[config.mk]
export PLATFORM = sky130hd
export DESIGN_NAME = product_accumulator_flat
export DESIGN_NICKNAME = d
export VERILOG_FILES = /design/src/rtl/product_accumulator_if.sv /design/src/rtl/product_accumulator.sv /design/src/flat_wrapper.sv
export SDC_FILE = /design/constraint.sdc
export NUM_CORES = 1
export LEC_CHECK = 0
export ABC_AREA = 1
export CAP_MARGIN = 20
export CORE_MARGIN = 2
export CORE_UTILIZATION = 44
export DETAILED_ROUTE_END_ITERATION = 10
export HOLD_SLACK_MARGIN = 0.05
export PLACE_DENSITY_LB_ADDON = 0.25
export SYNTH_ARGS = -nofsm -noshare
export SYNTH_HDL_FRONTEND = slang
export SYNTH_SLANG_ARGS = --single-unit
[constraint.sdc]
create_clock -name clk -period 1.7 [get_ports clk]
set_clock_uncertainty 0.2 [all_clocks]
set_input_delay 0.34 -clock clk [delete_from_list [all_inputs] [get_ports clk]]
set_output_delay 0.34 -clock clk [all_outputs]
set_load 0.01 [all_outputs]
[src/rtl/product_accumulator_if.sv]
// ----------------------------------------------------------------------------
// product_accumulator_if
// Handshake bundle between the multiplier array, the product accumulator and
// the sum consumer.
//   in_valid  : producer -> accumulator, prod is valid
//   in_ready  : accumulator -> producer, a product is accepted this cycle
//   prod      : 4-bit unsigned product (0..9)
//   out_valid : accumulator -> consumer, acc_out holds a completed sum
//   out_ready : consumer -> accumulator, consumer takes acc_out
//   acc_out   : ACC_W-bit accumulated sum
// Modports: master = product source / sum sink side, slave = accumulator side.
// ACC_W must match the ACC_W of the attached product_accumulator.
// ----------------------------------------------------------------------------
interface product_accumulator_if #(
  parameter int ACC_W = 8
) ();
  logic             in_valid;
  logic             in_ready;
  logic [3:0]       prod;
  logic             out_valid;
  logic             out_ready;
  logic [ACC_W-1:0] acc_out;

  modport master (
    output in_valid, prod, out_ready,
    input  in_ready, out_valid, acc_out
  );

  modport slave (
    input  in_valid, prod, out_ready,
    output in_ready, out_valid, acc_out
  );
endinterface

[src/rtl/product_accumulator.sv]
// ----------------------------------------------------------------------------
// product_accumulator
// Sums N_TERMS unsigned 4-bit products into an ACC_W-bit register and presents
// the result on an output valid/ready handshake.
// Ports:
//   clk    : clock, rising edge
//   rst_n  : asynchronous active-low reset
//   start  : one-cycle pulse, begins a transaction (acted on only in IDLE)
//   busy   : high while accumulating or holding a result
//   ovf    : sticky overflow flag for the current transaction
//   bus    : product_accumulator_if.slave (in/out handshakes, prod, acc_out)
// Configuration:
//   PRODUCT_ACCUMULATOR_SATURATE_EN defined   -> overflow clamps to all-ones
//   PRODUCT_ACCUMULATOR_SATURATE_EN undefined -> sum wraps modulo 2^ACC_W
//   In both builds ovf records any carry-out of the add.
// ----------------------------------------------------------------------------
module product_accumulator #(
  parameter int ACC_W   = 8,
  parameter int N_TERMS = 4
) (
  input  logic                       clk,
  input  logic                       rst_n,
  input  logic                       start,
  output logic                       busy,
  output logic                       ovf,
  product_accumulator_if.slave       bus
);

  localparam int CNT_W = $clog2(N_TERMS + 1);
  localparam logic [CNT_W-1:0] LAST_CNT = CNT_W'(N_TERMS - 1);

  typedef enum logic [1:0] {
    IDLE  = 2'd0,
    ACCUM = 2'd1,
    DONE  = 2'd2
  } state_t;

  state_t           state;
  logic [ACC_W-1:0] acc;
  logic [CNT_W-1:0] count;
  logic             in_ready_q;
  logic             out_valid_q;
  logic [ACC_W:0]   sum_ext;

  // Full-precision add; the extra top bit is the carry-out used for ovf.
  function automatic logic [ACC_W:0] add_ext(input logic [ACC_W-1:0] a,
                                             input logic [3:0]       p);
    return {1'b0, a} + {{(ACC_W - 3){1'b0}}, p};
  endfunction

`ifdef PRODUCT_ACCUMULATOR_SATURATE_EN
  function automatic logic [ACC_W-1:0] fit_acc(input logic [ACC_W:0] s);
    return s[ACC_W] ? {ACC_W{1'b1}} : s[ACC_W-1:0];
  endfunction
`else
  function automatic logic [ACC_W-1:0] fit_acc(input logic [ACC_W:0] s);
    return s[ACC_W-1:0];
  endfunction
`endif

  assign sum_ext       = add_ext(acc, bus.prod);
  assign bus.in_ready  = in_ready_q;
  assign bus.out_valid = out_valid_q;
  assign bus.acc_out   = acc;

  // Control and outputs are all registered; next-state decisions use the
  // registered state so no input reaches an output combinationally.
  always_ff @(posedge clk or negedge rst_n) begin
    if (!rst_n) begin
      state       <= IDLE;
      acc         <= '0;
      count       <= '0;
      ovf         <= 1'b0;
      in_ready_q  <= 1'b0;
      out_valid_q <= 1'b0;
      busy        <= 1'b0;
    end else begin
      case (state)
        IDLE: begin
          if (start) begin
            acc        <= '0;
            count      <= '0;
            ovf        <= 1'b0;
            in_ready_q <= 1'b1;
            busy       <= 1'b1;
            state      <= ACCUM;
          end
        end
        ACCUM: begin
          // in_ready_q is 1 throughout ACCUM, so in_valid alone accepts.
          if (bus.in_valid) begin
            acc   <= fit_acc(sum_ext);
            count <= count + CNT_W'(1);
            if (sum_ext[ACC_W]) ovf <= 1'b1;
            if (count == LAST_CNT) begin
              in_ready_q  <= 1'b0;
              out_valid_q <= 1'b1;
              state       <= DONE;
            end
          end
        end
        DONE: begin
          if (bus.out_ready) begin
            out_valid_q <= 1'b0;
            busy        <= 1'b0;
            state       <= IDLE;
          end
        end
        default: begin
          in_ready_q  <= 1'b0;
          out_valid_q <= 1'b0;
          busy        <= 1'b0;
          state       <= IDLE;
        end
      endcase
    end
  end

endmodule

[src/flat_wrapper.sv]
// flat-port wrapper written by rule: the top's interface ports become plain ports
module product_accumulator_flat 
#(
  parameter int ACC_W   = 8,
  parameter int N_TERMS = 4
)
  (clk, rst_n, start, busy, ovf, bus_in_valid, bus_prod, bus_out_ready, bus_in_ready, bus_out_valid, bus_acc_out);
  product_accumulator_if #(.ACC_W(ACC_W)) bus_i ();
  input  logic clk;
  input  logic rst_n;
  input  logic start;
  output logic busy;
  output logic ovf;
  input wire logic [$bits(bus_i.in_valid)-1:0] bus_in_valid;
  input wire logic [$bits(bus_i.prod)-1:0] bus_prod;
  input wire logic [$bits(bus_i.out_ready)-1:0] bus_out_ready;
  output wire logic [$bits(bus_i.in_ready)-1:0] bus_in_ready;
  output wire logic [$bits(bus_i.out_valid)-1:0] bus_out_valid;
  output wire logic [$bits(bus_i.acc_out)-1:0] bus_acc_out;
  assign bus_i.in_valid = bus_in_valid;
  assign bus_i.prod = bus_prod;
  assign bus_i.out_ready = bus_out_ready;
  assign bus_in_ready = bus_i.in_ready;
  assign bus_out_valid = bus_i.out_valid;
  assign bus_acc_out = bus_i.acc_out;
  product_accumulator #(.ACC_W(ACC_W), .N_TERMS(N_TERMS)) u_core (.clk(clk), .rst_n(rst_n), .start(start), .busy(busy), .ovf(ovf), .bus(bus_i));
endmodule
==> results.md <==
- Post-DP HPWL: 1527 um
- Syn_nets: 131
- WP data required: roughly 1700 ps
- RSZ-0062 raised after global routing: yes
- Slew headroom: 0.8399
- Seq/Total Area, Yosys: 0.4376
- Slew @ Worst Pin: roughly 240 ps
- Syn Area/Cell: 8.454 sq um
- CP max stage delay: 450 ps
- Number of synthesized register bits: 17
- Routed via count: 867
- Synthesized cell area: 972.2 sq um
- Finished Core Util: 0.6500
- Critical path, cell by cell: clkdlybuf4s50_1 -> ha_4 -> fa_2 -> nand3_2 -> nand2_2 -> nand2_4 -> inv_2 -> nor2_2 -> nor2_2
- Final hold slack: 180.1 ps
- Initial antenna violation count: 0
- Failing checks: negative setup slack
- Layout cells sized above 1: 0.2829
- Gr usage total: 0.1968
- CTS clk-pin slew, worst paths: around 100 ps
- Area growth, synth to finish: 43.63%
- Maxcap violations: 0
- DP Worst Slack: -355.0 ps
- Initial DRC count: 27
- Final Routed Wirelength: 2258 um
- VDD IR max: 0.6933 mV
- Gr ovfl total: 0
- Leak: between 0.0007 and 0.0008 uW
- H-Tree Depth: 1
- Clk_lat worst skew: ~280 ps
- Port Buffers: 20
- Final setup margin: -57.86 ps
- Status: finished, violations left
- Crit start category: input port
- DR WL/cell: roughly 13 um
- Antenna diodes: 0
- Hold Path Class: in2async
- Yosys cell types: 21
- F_max: 0.5689 GHz
- Minimum clock period: ~1800 ps
- Fillers: 185
- Slew Viols, Final: 0
- Die Footprint: between 0.002 and 0.003 sq mm
- Global-route wire length before repair: a little under 4000 um
- WP data arrival: 1740 ps
- Pwr dens: 1344 mW/mm^2
- Highest net fanout along the worst path: 3
- # DRC: 0
- Site Rows: 17
- Overall Power: 1877 uW
- Root buf cell: clkbuf_4
- Multi-input logic area: 565.5 sq um
- CP Class: in2reg
- # nets final: between 150 and 200
- Clk sinks: 17
- CP max-delay cell: clkdlybuf4s50_1
- Flip-flop and latch area: 425.4 sq um
- Final setup viols: 3
- Die height: between 50 and 60 um
- Syn Inst Count: roughly 120
- Tcrit/Tclk final: 1.034
- Initial Util: 0.4525
- Yosys Warn Count: 0
- Routed vias/inst: 4.817
- Crit end category: register
- Die width: between 50 and 60 um
- Routed Antenna Nets: 0
- DRT Pass-1 Iters: 4
- Clock Path Buffers: 2
- CTS tree: done
- Final-report hold violation count: 0
- IO Pins: 21
- Total CTS buffers: 3
- Placeable Area: 0.002148 sq mm
- GP Congestion: 0.8214
- Vias in the first global route: 925
- Pin count of the biggest net entering global routing: 18
- CP dominant cell by count: nor2_2
-- final timing paths --
kind                                            start  cells after the start  slack, ps                     to
min in group clk                 u_core.bus.out_valid                      2        270   u_core.bus.out_valid
worst max register to register  u_core.bus.acc_out[0]                      9        -60  u_core.bus.acc_out[4]
worst min-delay path                            rst_n                      2        180  u_core.bus.acc_out[1]
max in group asynchronous                       rst_n                      2        930  u_core.bus.acc_out[5]
worst max-delay path                      bus_prod[0]                      9        -60  u_core.bus.acc_out[4]
worst min register to register   u_core.bus.out_valid                      2        270   u_core.bus.out_valid
-- layout by cell type (no fill, tap or decap), types with 4 or more instances in the layout --
cell type,synthesis,final
nand3_1,6,4
o21ai_0,7,7
nor2_2,4,7
dfrtp_1,17,17
a21oi_1,5,5
ha_4,0,4
nand2_1,33,31
buf_4,0,12
dlygate4sd2_1,0,11
clkdlybuf4s50_1,0,6
inv_1,12,12
-- what timing repair did --
action | 4_1_cts | 5_1_grt
setup endpoints to repair | 14 | 8
pin swaps | 0 | 5
setup buffers | 5 | 1
hold endpoints to repair | 0 | 0
cloned | 0 | 0
gates resized for setup | 17 | 12
hold buffers | 0 | 0
-- synth_stat cells (all sizes together) --
cell type  number  area share
o21ai           7       0.036
o31ai           1       0.013
dfrtp          17        0.44
nand3           7       0.041
nand4           2       0.013
a21boi          1      0.0077
a21oi           5       0.026
o21bai          1       0.012
nand2          37        0.17
nor2           10       0.049
o22ai           1      0.0064
a22o            3       0.027
nand3b          1      0.0077
ha              6       0.077
fa              1       0.021
inv            15       0.058
-- registers in the layout (all words and copies together) (netlist names) --
name	count
u_core.bus.acc_out	8
u_core.bus.in_ready	1
u_core.bus.out_valid	1
u_core.busy	1
u_core.count	3
u_core.ovf	1
u_core.state	2
-- worst max-delay path, delay by kind of cell --
kind                       cells  cell delay (ps)
buffers and inverters          2              500
adders and majority gates      2              530
and+or+nand+nor                5              360
-- through the flow --
step	setup TNS, ps	instance area, sq um	std cells
6_report	-111.7	1396	180
5_1_grt	-422.9	1396	180
4_1_cts	-102.4	1345	180
3_5_place_dp	-2293	1275	171
3_3_place_gp	-2080	1275	171
2_1_floorplan	0	979.7	115
-- logic make-up (layout without fill, tap and decap cells) --
family	after synthesis	count (layout)	synth area share
buffers and inverters	15	52	0.05791
AND/OR/NAND/NOR	57	57	0.2793
adder cells (fa/ha/maj)	7	7	0.09781
AO/OA/AOI/OAI	19	19	0.1274
flip-flops	17	17	0.4376
-- metal layers --
metal  vias to the layer above  share of wire  GRT usage
met3                         2          0.021    0.03509
met4                         0         0.0035    0.05405
li1                        451              -          -
met1                       406           0.45     0.2286
met2                         8           0.52     0.3658
met5                         -              0          0
-- report_power, final --
group	leakage, uW	internal (uW)	total [uW]	switching [uW]
registers	0.000222	535	654	119
clock network	0.0000150	90.9	210	119
logic	0.000532	469	1010	544
total	0.000770	1100	1880	782
-- layout make-up --
class | count | area share
multi-input combinational | 83 | 0.4050
sequential | 17 | 0.3047
timing repair buffer | 33 | 0.2061
inverter | 15 | 0.04032
tap | 28 | 0.02509
clock buffer | 4 | 0.01882
No activity file was read; power rests on OpenSTA's default activity.
